## config.mk

```make
export PLATFORM = sky130hd
export DESIGN_NAME = keypad_scan_ctrl
export DESIGN_NICKNAME = d
export VERILOG_FILES = /design/src/rtl/keypad_pkg.sv /design/src/rtl/key_evt_fifo.sv /design/src/rtl/keypad_scan_ctrl.sv
export SDC_FILE = /design/constraint.sdc
export NUM_CORES = 1
export LEC_CHECK = 0
export BUFFER_PORTS_ARGS = -buffer_cell sky130_fd_sc_hd__buf_4
export CAP_MARGIN = 25
export CORE_ASPECT_RATIO = 1.2
export CORE_UTILIZATION = 40
export DETAILED_ROUTE_END_ITERATION = 10
export PLACE_DENSITY = 0.65
export SLEW_MARGIN = 20
export SYNTH_ARGS = -nofsm -noshare
export SYNTH_HDL_FRONTEND = slang
export SYNTH_HIERARCHICAL = 1
export SYNTH_SLANG_ARGS = --single-unit
```

## constraint.sdc

```tcl
create_clock -name clk -period 10.3 [get_ports clk]
set_input_delay 2.06 -clock clk [delete_from_list [all_inputs] [get_ports clk]]
set_output_delay 2.06 -clock clk [all_outputs]
set_load 0.01 [all_outputs]
```

## src/rtl/keypad_pkg.sv

```systemverilog
// Shared width and event-encoding helpers for the keypad scanner and its event queue.
package keypad_pkg;

  function automatic int min1_clog2(input int n);
    return (n > 1) ? $clog2(n) : 1;
  endfunction

  function automatic int code_width(input int rows, input int cols);
    return min1_clog2(rows * cols);
  endfunction

  // Event word: {release flag, key code}; the flag sits just above the code.
  function automatic int release_bit(input int rows, input int cols);
    return code_width(rows, cols);
  endfunction

  function automatic int count_width(input int depth);
    return $clog2(depth) + 1;
  endfunction

  function automatic int evt_code(input int row, input int col, input int cols);
    return row * cols + col;
  endfunction

endpackage

```

## src/rtl/key_evt_fifo.sv

```systemverilog
// First-word-fall-through event queue with occupancy count and sticky overflow.
module key_evt_fifo
  import keypad_pkg::*;
#(
  parameter int WIDTH = 5,
  parameter int DEPTH = 4
) (
  input  logic                          clk,
  input  logic                          rst,
  input  logic                          push,
  input  logic [WIDTH-1:0]              push_data,
  input  logic                          pop,
  input  logic                          ovf_clr,
  output logic [WIDTH-1:0]              head,
  output logic                          valid,
  output logic [count_width(DEPTH)-1:0] count,
  output logic                          overflow
);
  localparam int AW = min1_clog2(DEPTH);
  localparam int NW = count_width(DEPTH);
  localparam logic [NW-1:0] FULL_CNT = NW'(DEPTH);

  logic [WIDTH-1:0] mem [DEPTH];
  logic [AW-1:0]    rd_ptr, wr_ptr, rd_next;
  logic             full, do_pop, do_push, drop;

  assign valid   = (count != '0);
  assign full    = (count == FULL_CNT);
  assign do_pop  = pop && valid;
  assign do_push = push && (!full || do_pop);
  assign drop    = push && full && !do_pop;
  assign rd_next = rd_ptr + 1'b1;

  always_ff @(posedge clk or posedge rst) begin
    if (rst) begin
      rd_ptr   <= '0;
      wr_ptr   <= '0;
      count    <= '0;
      head     <= '0;
      overflow <= 1'b0;
      for (int i = 0; i < DEPTH; i++) mem[i] <= '0;
    end else begin
      if (do_push) begin
        mem[wr_ptr] <= push_data;
        wr_ptr      <= wr_ptr + 1'b1;
      end
      if (do_pop) rd_ptr <= rd_next;
      case ({do_push, do_pop})
        2'b10:   count <= count + 1'b1;
        2'b01:   count <= count - 1'b1;
        default: ;
      endcase
      // head is registered so it holds its last value once the queue drains
      if (do_pop) begin
        if (count > NW'(1)) head <= mem[rd_next];
        else if (do_push)   head <= push_data;
      end else if (!valid && do_push) begin
        head <= push_data;
      end
      if (drop)         overflow <= 1'b1;
      else if (ovf_clr) overflow <= 1'b0;
    end
  end

endmodule

```

## src/rtl/keypad_scan_ctrl.sv

```systemverilog
// Matrix keypad front end: one-hot column scan, row synchroniser, per-key debounce,
// and an emitter that queues press (and optionally release) events.
module keypad_scan_ctrl
  import keypad_pkg::*;
#(
  parameter int ROWS           = 4,
  parameter int COLS           = 4,
  parameter int SCAN_DIV       = 50000,
  parameter int DEBOUNCE_SCANS = 4,
  parameter int FIFO_DEPTH     = 4,
  parameter int REPORT_RELEASE = 0
) (
  input  logic                               clk,
  input  logic                               rst,
  output logic [COLS-1:0]                    col,
  input  logic [ROWS-1:0]                    fila,
  output logic [code_width(ROWS, COLS):0]    key_evt,
  output logic                               key_valid,
  input  logic                               key_ready,
  output logic [count_width(FIFO_DEPTH)-1:0] evt_count,
  output logic                               overflow,
  input  logic                               ovf_clr
);
  localparam int CW          = code_width(ROWS, COLS);
  localparam int RELEASE_BIT = release_bit(ROWS, COLS);
  localparam int SW          = min1_clog2(SCAN_DIV);
  localparam int CIW         = min1_clog2(COLS);
  localparam int RIW         = min1_clog2(ROWS);
  localparam int DW          = $clog2(DEBOUNCE_SCANS + 1);
  localparam logic [SW-1:0]  SLOT_LAST = SW'(SCAN_DIV - 1);
  localparam logic [CIW-1:0] COL_LAST  = CIW'(COLS - 1);
  localparam logic [RIW-1:0] ROW_LAST  = RIW'(ROWS - 1);
  localparam logic [DW-1:0]  DB_LAST   = DW'(DEBOUNCE_SCANS - 1);

  logic [SW-1:0]   slot_cnt;
  logic [CIW-1:0]  col_idx;
  logic [ROWS-1:0] fila_meta, fila_sync;
  logic [COLS-1:0] stable  [ROWS];
  logic [COLS-1:0] pending [ROWS];
  logic [DW-1:0]   db_cnt  [ROWS][COLS];
  logic            emit_active;
  logic [RIW-1:0]  emit_row;
  logic [CIW-1:0]  emit_col;
  logic            sample_pt, push;
  logic [CW:0]     push_evt;

  assign sample_pt = (slot_cnt == SLOT_LAST);

  always_ff @(posedge clk or posedge rst) begin
    if (rst) begin
      slot_cnt <= '0;
      col_idx  <= '0;
      col      <= COLS'(1);
    end else if (sample_pt) begin
      slot_cnt <= '0;
      col      <= {col[COLS-2:0], col[COLS-1]};
      col_idx  <= (col_idx == COL_LAST) ? '0 : col_idx + 1'b1;
    end else begin
      slot_cnt <= slot_cnt + 1'b1;
    end
  end

  always_ff @(posedge clk or posedge rst) begin
    if (rst) begin
      fila_meta <= '0;
      fila_sync <= '0;
    end else begin
      fila_meta <= fila;
      fila_sync <= fila_meta;
    end
  end

  // The emitter finishes ROWS cycles after a sample point, well before the next
  // one (SCAN_DIV >= ROWS+3), so its flag clear never meets a flag set.
  always_ff @(posedge clk or posedge rst) begin
    if (rst) begin
      for (int r = 0; r < ROWS; r++) begin
        stable[r]  <= '0;
        pending[r] <= '0;
        for (int c = 0; c < COLS; c++) db_cnt[r][c] <= '0;
      end
    end else begin
      if (emit_active) pending[emit_row][emit_col] <= 1'b0;
      if (sample_pt) begin
        for (int r = 0; r < ROWS; r++) begin
          if (fila_sync[r] == stable[r][col_idx]) begin
            db_cnt[r][col_idx] <= '0;
          end else if (db_cnt[r][col_idx] == DB_LAST) begin
            stable[r][col_idx]  <= ~stable[r][col_idx];
            db_cnt[r][col_idx]  <= '0;
            pending[r][col_idx] <= 1'b1;
          end else begin
            db_cnt[r][col_idx] <= db_cnt[r][col_idx] + 1'b1;
          end
        end
      end
    end
  end

  always_ff @(posedge clk or posedge rst) begin
    if (rst) begin
      emit_active <= 1'b0;
      emit_row    <= '0;
      emit_col    <= '0;
    end else if (sample_pt) begin
      emit_active <= 1'b1;
      emit_row    <= '0;
      emit_col    <= col_idx;
    end else if (emit_active) begin
      emit_row <= emit_row + 1'b1;
      if (emit_row == ROW_LAST) emit_active <= 1'b0;
    end
  end

  always_comb begin
    push_evt = '0;
    push = emit_active && pending[emit_row][emit_col] &&
           ((REPORT_RELEASE != 0) || stable[emit_row][emit_col]);
    push_evt[RELEASE_BIT] = ~stable[emit_row][emit_col];
    push_evt[CW-1:0]      = CW'(evt_code(int'(emit_row), int'(emit_col), COLS));
  end

  key_evt_fifo #(
    .WIDTH (CW + 1),
    .DEPTH (FIFO_DEPTH)
  ) u_fifo (
    .clk       (clk),
    .rst       (rst),
    .push      (push),
    .push_data (push_evt),
    .pop       (key_ready),
    .ovf_clr   (ovf_clr),
    .head      (key_evt),
    .valid     (key_valid),
    .count     (evt_count),
    .overflow  (overflow)
  );

endmodule

```

Word-level counts from Yosys, hierarchy flattened

Cells that the tools add are included.

Flip-flop bits (word level): 148
Output and inout bits: 14
Word-level logic and storage cells: 214
Input bits: 8

Muxes and demuxes: 84
Add/sub/neg operators: 12
Bitwise logic cells: 24
Reductions and logical operators: 26
Magnitude comparators: 12
Equality and inequality tests: 15

Operators with widths:

| kind                  | number |
|---|---|
| $mux 12               | 8 |
| $mux 4                | 13 |
| $and 12x12->12        | 4 |
| $bwmux 12             | 4 |
| $mux 16               | 3 |
| $mux 5                | 7 |
| $mux 3                | 9 |
| $bmux 3 s2            | 4 |
| $bwmux 20             | 1 |
| $add 16x1->16 const B | 1 |
| $and 16x16->16        | 1 |
| $bmux 4 s2            | 2 |
| $bwmux 4              | 4 |
| $eq 16x16->1 const B  | 1 |
| $not 16->16           | 1 |
| $or 4x4->4            | 4 |
| $add 3x1->3 const B   | 5 |
| $mux 1                | 13 |
| $bmux 1 s2            | 6 |
| $eq 3x2->1 const B    | 4 |
| $ge 3x3->1 const B    | 4 |
| $logic_and 1x1->1     | 12 |
| $not 12->12           | 1 |
| $not 2->3             | 4 |
| other kinds (26)      | 57 |

Depth between registers and ports, before layout

Gate-level depths: netlist of run 1.

Depth after elaboration: 13
Gate-level depth with buffers: 13
Mapped depth without buffers: 11

By module

The synthesis of run 1 kept the hierarchy.

Modules (own cells, without submodules):

| module           | area an instance (um2) | times used | sequential area each (um2) | cells each |
|---|---|---|---|---|
| keypad_scan_ctrl | 5,574.1                | 1          | 2,879.0                    | 510 |
| key_evt_fifo     | 1,597.8                | 1          | 825.8                      | 116 |

Worst setup path after synthesis of run 1

Ideal clock, no wire load.

Kind: input to register
Start: in key_ready
End: reg u_fifo.count[2]
Library setup time: 0.122 ns
Stages: 8
Arrival: 3.085 ns
Data required time: 10.178 ns
Setup slack: 7.092 ns
Path buffers: 1
Cell sequence: nand3b_1 -> and2_1 -> buf_4 -> inv_1 -> ha_1 -> mux2i_1 -> nor2_1 -> xnor2_1

Cells in the longest elaborated chain, start to end: 5
Elaborated cells between the ends (all ways): 7
Those cells by class: 2 x eq/ne; 1 x mux; 4 x reduce/logical

Ends and longest elaborated chain:

| element                                         | RTL line               | source |
|---|---|---|
| start, declared                                 | keypad_scan_ctrl.sv:19 | `input logic key_ready,` |
| $logic_and 1x1->1 *                             | key_evt_fifo.sv:29     | `assign do_pop = pop && valid;` |
| $logic_or 1x1->1                                | key_evt_fifo.sv:30     | `assign do_push = push && (!full \|\| do_pop);` |
| $logic_and 1x1->1                               | key_evt_fifo.sv:30     |  |
| $eq 2x1->1 or $eq 2x2->1 (tied branches)        | key_evt_fifo.sv:48     | `case ({do_push, do_pop})` |
| $pmux 3 s2 or $reduce_bool 2->1 (tied branches) | -                      |  |
| end signal, assigned                            | key_evt_fifo.sv:49     | `2'b10: count <= count + 1'b1;` |
| end signal, assigned                            | key_evt_fifo.sv:50     | `2'b01: count <= count - 1'b1;` |
| end, declared                                   | key_evt_fifo.sv:16     | `output logic [count_width(DEPTH)-1:0] count,` |

Mark *: on every way between the ends. The rest lies on a longest branch, timed or not.
A chain may end at the register's enable or synchronous reset.

Final worst setup path of run 1

Start: reg emit_row[0]
End: reg u_fifo.count[2]

Cells in the longest elaborated chain, start to end: 11
Elaborated cells between the ends (all ways): 18
Those cells by class: 2 x eq/ne; 11 x mux; 1 x bitwise; 4 x reduce/logical

Ends and longest elaborated chain:

| element                                         | RTL line                                         | source |
|---|---|---|
| start, declared                                 | keypad_scan_ctrl.sv:42                           | `logic [RIW-1:0] emit_row;` |
| start signal, assigned                          | keypad_scan_ctrl.sv:110                          | `emit_row <= emit_row + 1'b1;` |
| $not 2->3 (implied by the code) *               | keypad_scan_ctrl.sv:117, keypad_scan_ctrl.sv:118 |  |
| $bmux 4 s2                                      | keypad_scan_ctrl.sv:117                          | `push = emit_active && pending[emit_row][emit_col] &&` |
| $mux 4 (implied by the code) (2 in series)      | keypad_scan_ctrl.sv:117                          |  |
| $bmux 1 s2                                      | keypad_scan_ctrl.sv:117                          |  |
| $mux 1 (implied by the code)                    | keypad_scan_ctrl.sv:117                          |  |
| $logic_and 1x1->1                               | keypad_scan_ctrl.sv:117                          |  |
| $logic_and 1x1->1 *                             | keypad_scan_ctrl.sv:117                          |  |
| net push                                        | keypad_scan_ctrl.sv:44                           | `logic sample_pt, push;` |
| $logic_and 1x1->1 *                             | key_evt_fifo.sv:30                               |  |
| $eq 2x1->1 or $eq 2x2->1 (tied branches)        | key_evt_fifo.sv:48                               |  |
| $pmux 3 s2 or $reduce_bool 2->1 (tied branches) | -                                                |  |

The timed path passes the listed nets; every way through them passes the cells marked *. The select of a mux whose other input is x is not followed.

==> results of run 1 <==
[layer usage]
metal	vias up	GRT usage
met5	-	0
met4	0	0.0765
li1	2243	-
met1	2453	0.211
met2	108	0.298
met3	32	0.0374
[cell families after synthesis]
family | Yosys count | synth area share
adder cells (fa/ha/maj) | 29 | 0.0506
flip-flops | 148 | 0.517
AND/OR/NAND/NOR | 165 | 0.120
XOR/XNOR | 25 | 0.0305
multiplexers | 61 | 0.141
AO/OA/AOI/OAI | 143 | 0.106
buffers and inverters | 55 | 0.0354
[cell usage after synthesis, types with 2 or more instances]
library cell / n / share of area
a21o_1: 4 / 0.0042
a21oi_1: 16 / 0.011
a221o_1: 5 / 0.0070
a31oi_1: 2 / 0.0017
and2_1: 2 / 0.0017
and2_2: 4 / 0.0042
and3_1: 4 / 0.0035
and3b_1: 6 / 0.0073
buf_2: 7 / 0.0049
buf_4: 2 / 0.0021
buf_6: 4 / 0.0063
clkbuf_1: 11 / 0.0058
dfrtp_1: 147 / 0.51
ha_1: 29 / 0.051
inv_1: 29 / 0.015
mux2_2: 28 / 0.044
mux2i_1: 4 / 0.0056
mux4_2: 29 / 0.091
nand2_1: 78 / 0.041
nand2b_1: 8 / 0.0070
nand3_1: 9 / 0.0063
nand4_1: 6 / 0.0052
nor2_1: 26 / 0.014
nor4_4: 2 / 0.0059
o21ai_0: 103 / 0.072
o21ai_1: 10 / 0.0070
or3_1: 6 / 0.0052
or4bb_1: 2 / 0.0031
xnor2_1: 17 / 0.021
xor2_1: 8 / 0.0098
[final cells by class]
class                      count  share of cell area
inverter                      29              0.0137
multi-input combinational    423               0.396
timing repair buffer          25              0.0231
sequential                   148               0.456
tap                          220              0.0339
clock inverter                12              0.0190
clock buffer                  20              0.0575
[flip-flops by register name, summed over array words and instances (netlist names), 3 cells and up]
register	flops
col	4
db_cnt	48
fila_meta	4
fila_sync	4
pending	16
slot_cnt	16
stable	16
u_fifo/count	3
u_fifo/head	5
u_fifo/mem	20
[worst paths after layout]
path                                         start  slack [ns]                     endpoint  cells after the start
setup / recovery           emit_row[0]$_DFFE_PP0P_        6.69  u_fifo/count[2]$_DFFE_PP0P_                     10
hold reg to reg             fila_meta[0]$_DFF_PP0_        0.35       fila_sync[0]$_DFF_PP0_                      0
setup reg to reg           emit_row[0]$_DFFE_PP0P_        6.69  u_fifo/count[2]$_DFFE_PP0P_                     10
min in group asynchronous                      rst        1.72           col[3]$_DFFE_PP0N_                      2
hold / removal              fila_meta[0]$_DFF_PP0_        0.35       fila_sync[0]$_DFF_PP0_                      0
max in group asynchronous                      rst        7.30        db_cnt[5]$_DFFE_PP0P_                      3
[power breakdown]
| group | internal [W] | switching [W] |
|---|---|---|
| logic | 0.0000472 | 0.0000530 |
| registers | 0.000594 | 0.0000217 |
| clock network | 0.000399 | 0.000239 |
| total | 0.00104 | 0.000314 |
[worst max-delay path: stages (launching register included)]
cell and delay [ns]:
dfrtp_1 0.84, mux4_2 0.60, mux2_2 0.27, o21ai_0 0.57, nor2_1 0.20, and2_1 0.30
inv_1 0.10, ha_1 0.21, mux2i_1 0.20, nor2_1 0.07, xnor2_1 0.13
[metrics by stage]
step,instances,power (W),cell area [sq um]
final,877,0.00135,8120
after global routing,877,0.00141,8120
after CTS,877,0.00137,8110
after detailed placement,845,0.000727,7490
after global placement,845,0.000721,7490
after floorplan,626,0.000696,7170
==> results_dict.tcl, run 1 <==
set metrics [dict create \
    cp_max_fo 17 \
    regArea_sq_um 3700 \
    dieHeight_microns 149 \
    cellLeakagePower_nw 3.67 \
    period_minus_slack_ns 3.61 \
    dr_wl_met2_mm 7.59 \
    worst_slack_ns 6.69 \
    viasPerCell 5.51 \
    vias 4836 \
    finalHoldViolCount 0 \
    grt.overflow.total 0 \
    grt_max_degree 68 \
    synth_warnings 6 \
    startpoint_type "flip-flop" \
    worstSetupPathType "flip-flop to flip-flop" \
    drive_gt1_frac 0.196 \
    cts_buffers 17 \
    seq_area_frac_synth 0.517 \
    ios 22 \
    routed_wl_mm 14.6 \
    setup_viol 0 \
    wl_met3_microns 480 \
    grt_usage 0.174 \
    ys.flop_type "dfrtp_1" \
    postSynthCellCount 626 \
    maxUsedRoutingLayer "met4" \
    end_kind "flip-flop" \
    cts_tree "done" \
    cts.sinks 148 \
    fin_nets 681 \
    ant_nets 0 \
    drv_slew 0 \
    rsz0062_at_grt "no" \
    rows 53 \
    wire_per_inst_microns 16.6 \
    cts_root_buf "clkbuf_16" \
    final_common_cell "dfrtp_1" \
    p_per_area_nw_per_um2 167 \
    finalCritPeriodShare 0.350 \
    gp_congestion 0.766 \
    fp.dieW_microns 124 \
    die-area_sq_um 18500 \
    port_buffers 21 \
    post_cts_buffers 0 \
    post-place-ws_ns 6.66 \
    max-slew-margin-rel 0.314 \
    fillers 1582 \
    synth_seq_cells 148 \
    max_freq_mhz 277 \
    most-common-layout-cells "147 x dfrtp_1, 103 x o21ai_0, 76 x nand2_1" \
    grt_pass1_wl_mm 25.5 \
    initial_utilization 0.410 \
    drt_iter0_drc 385 \
    drtPass1Iterations 5 \
    outcome "finished, final reports clean" \
    drv_cap 0 \
    synth_cell_types 48 \
    async_reset_ff_frac 1.00 \
    diodes 0 \
    grt_antenna_before_repair 0 \
    clock_latency_ns 0.42 \
    multiInputGateArea_sq_um 3220 \
    core_sq_um 17500 \
    cts_htree_levels 4 \
    required_ns 10.60 \
    skew_ns 0.00824 \
    first_global_vias 5078 \
    vdd_drop_max_mv 0.130 \
    arrival_ns 3.91 \
    clockBufferDepth 2 \
    hpwlAfterDp_mm 9.68 \
    tns_ns 0 \
    wl_met1_mm 6.24 \
    areaGrowthSynthToFinish_pct 13.2 \
    synth_nets 663 \
    cts-resized-gates 0 \
    synth_edf_count 0 \
    netlist_area_sq_um 7170 \
    fin_util 0.464 \
    drc 0 \
    avgSynthCellArea_sq_um 11.5 \
    holdWs_ns 0.347 \
    hold_path_class "flip-flop to flip-flop" \
    tightestPinTransition_ns 1.03 \
    clkTransAtPathRegs_ns 0.06 \
    ctsHoldBuffers 0 \
]
Note: power is estimated with default switching activity, not from simulation.
==> run 2, diff against run 1 <==
==> constraint.sdc (replaced) <==
create_clock -name clk -period 3.6 [get_ports clk]
set_input_delay 0.72 -clock clk [delete_from_list [all_inputs] [get_ports clk]]
set_output_delay 0.72 -clock clk [all_outputs]
set_load 0.01 [all_outputs]
==> results_dict.tcl, run 2 (same netlist as run 1, synthesis figures left out) <==
set metrics [dict create \
    vdd_drop_max_mv 0.348 \
    fillers 1579 \
    dieHeight_microns 149 \
    hpwlAfterDp_mm 9.83 \
    die-area_sq_um 18500 \
    holdWs_ns 0.273 \
    viasPerCell 5.42 \
    drtPass1Iterations 4 \
    vias 4811 \
    drive_gt1_frac 0.204 \
    crit_chain "mux4_2 -> mux2_2 -> o21ai_0 -> nor2_1 -> and2_1 -> inv_1 -> ha_1 -> mux2i_1 -> nor2_1 -> xnor2_1" \
    grt_pass1_wl_mm 24.9 \
    gp_congestion 0.792 \
    tightestPinTransition_ns 0.778 \
    largest_register_ffs 48 \
    routed_wl_mm 14.4 \
    cts_buffers 17 \
    cts_root_buf "clkbuf_16" \
    cellLeakagePower_nw 3.75 \
    busiest_layer "met2" \
    reg2reg_from "emit_row[0]$_DFFE_PP0P_" \
    grt.overflow.total 0 \
    cts_tree "done" \
    initial_utilization 0.410 \
    wire_per_inst_microns 16.3 \
    cts_htree_levels 4 \
    path_common_cell "nor2_1" \
    met1_usage 0.206 \
    cp_top_family "multiplexers" \
    skew_ns 0.0118 \
    drt_iter0_drc 293 \
    rows 53 \
    tns_ns 0 \
    dp.cells 855 \
    reg_top3 "db_cnt: 48 flops, u_fifo/mem: 20 flops" \
    groute.layer.met2.usage 0.281 \
    worstSetupPathType "flip-flop to flip-flop" \
    finalCritPeriodShare 0.821 \
    post_cts_buffers 0 \
    max_freq_mhz 339 \
    grt_usage 0.170 \
    ctsHoldBuffers 0 \
    grt_max_degree 56 \
    final_common_cell "dfrtp_1" \
    outcome "finished, final reports clean" \
    rrSetupSlack_ns 0.65 \
    crit_buf_inv 1 \
    port_buffers 21 \
    required_ns 3.91 \
    max-slew-margin-rel 0.481 \
    areaGrowthSynthToFinish_pct 14.5 \
    regMostFlops "db_cnt" \
    fin_nets 692 \
    finalHoldViolCount 0 \
    finalPower_w 0.00386 \
    ios 22 \
    cp_max_fo 9 \
    startpoint_type "flip-flop" \
    first_global_vias 5097 \
    r2r-end "u_fifo/count[2]$_DFFE_PP0P_" \
    hold_path_class "primary input to asynchronous set/reset pin" \
    drc 0 \
    p_per_area_nw_per_um2 470 \
    cts-resized-gates 0 \
    core_sq_um 17500 \
    layout.cells.non_filler 887 \
    most-common-layout-cells "147 x dfrtp_1, 103 x o21ai_0, 78 x nand2_1" \
    rsz0062_at_grt "no" \
    drv_slew 0 \
    cp_slowest_cell "dfrtp_1" \
    diodes 0 \
    reg2reg_depth 10 \
    end_kind "flip-flop" \
    fp.dieW_microns 124 \
    arrival_ns 3.26 \
    ant_nets 0 \
    clockBufferDepth 2 \
    post-place-ws_ns 0.640 \
    grtUsageMet3 0.0385 \
    setup_viol 0 \
    clock_latency_ns 0.42 \
    worst_slack_ns 0.646 \
    critPathMaxStageDelay_ns 0.62 \
    clkTransAtPathRegs_ns 0.06 \
    drv_cap 0 \
    period_minus_slack_ns 2.95 \
    grt_antenna_before_repair 0 \
    cts.sinks 148 \
]
-- run 2: changes by cell type in the layout (fill, tap and decap cells not counted), sizes merged --
cell / previous run / this run
buf: 25 / 36
clkinvlp: 6 / 2
clkbuf: 20 / 22
clkinv: 3 / 5
inv: 29 / 28
-- run 2: through the flow --
step / utilization / instance area, sq um
2_1_floorplan: - / 7180
3_3_place_gp: 0.433 / 7580
3_5_place_dp: 0.433 / 7580
4_1_cts: 0.468 / 8190
5_1_grt: 0.469 / 8210
6_report: 0.469 / 8210
-- run 2: power breakdown --
group | internal (W) | leakage [nW] | total, W | switching [W]
clock | 0.00116 | 0.302 | 0.00181 | 0.000655
sequential | 0.00170 | 2.01 | 0.00176 | 0.0000590
combinational | 0.000140 | 1.43 | 0.000290 | 0.000150
total | 0.00299 | 3.75 | 0.00386 | 0.000864
-- run 2: final cells by class --
class,instances,area (sq um),share of cell area
multi-input cells,423,3210,0.391
inverters,29,113,0.0137
clock inverters,9,126,0.0154
clock buffers,22,484,0.0590
flip-flops and latches,148,3700,0.451
well taps,220,275,0.0335
repair buffers,36,295,0.0360
-- run 2: worst max path at each step --
stage,from,endpoint,slack [ns],cells after the start
finish,emit_row[0]$_DFFE_PP0P_,u_fifo/count[2]$_DFFE_PP0P_,0.65,10
global route,emit_row[0]$_DFFE_PP0P_,u_fifo/count[2]$_DFFE_PP0P_,0.42,10
CTS,emit_row[0]$_DFFE_PP0P_,u_fifo/count[2]$_DFFE_PP0P_,0.63,10
detailed placement,emit_row[0]$_DFFE_PP0P_,u_fifo/count[2]$_DFFE_PP0P_,0.64,10
global placement,emit_row[0]$_DFFE_PP0P_,u_fifo/count[2]$_DFFE_PP0P_,0.67,10
floorplan,emit_row[0]$_DFFE_PP0P_,u_fifo/count[2]$_DFFE_PP0P_,0.63,12
-- run 2: routing by layer --
metal  vias to the layer above  part of all wire
li1                       2258                 -
met1                      2423              0.42
met2                       109              0.52
met3                        21             0.037
met4                         0             0.020
met5                         -                 0
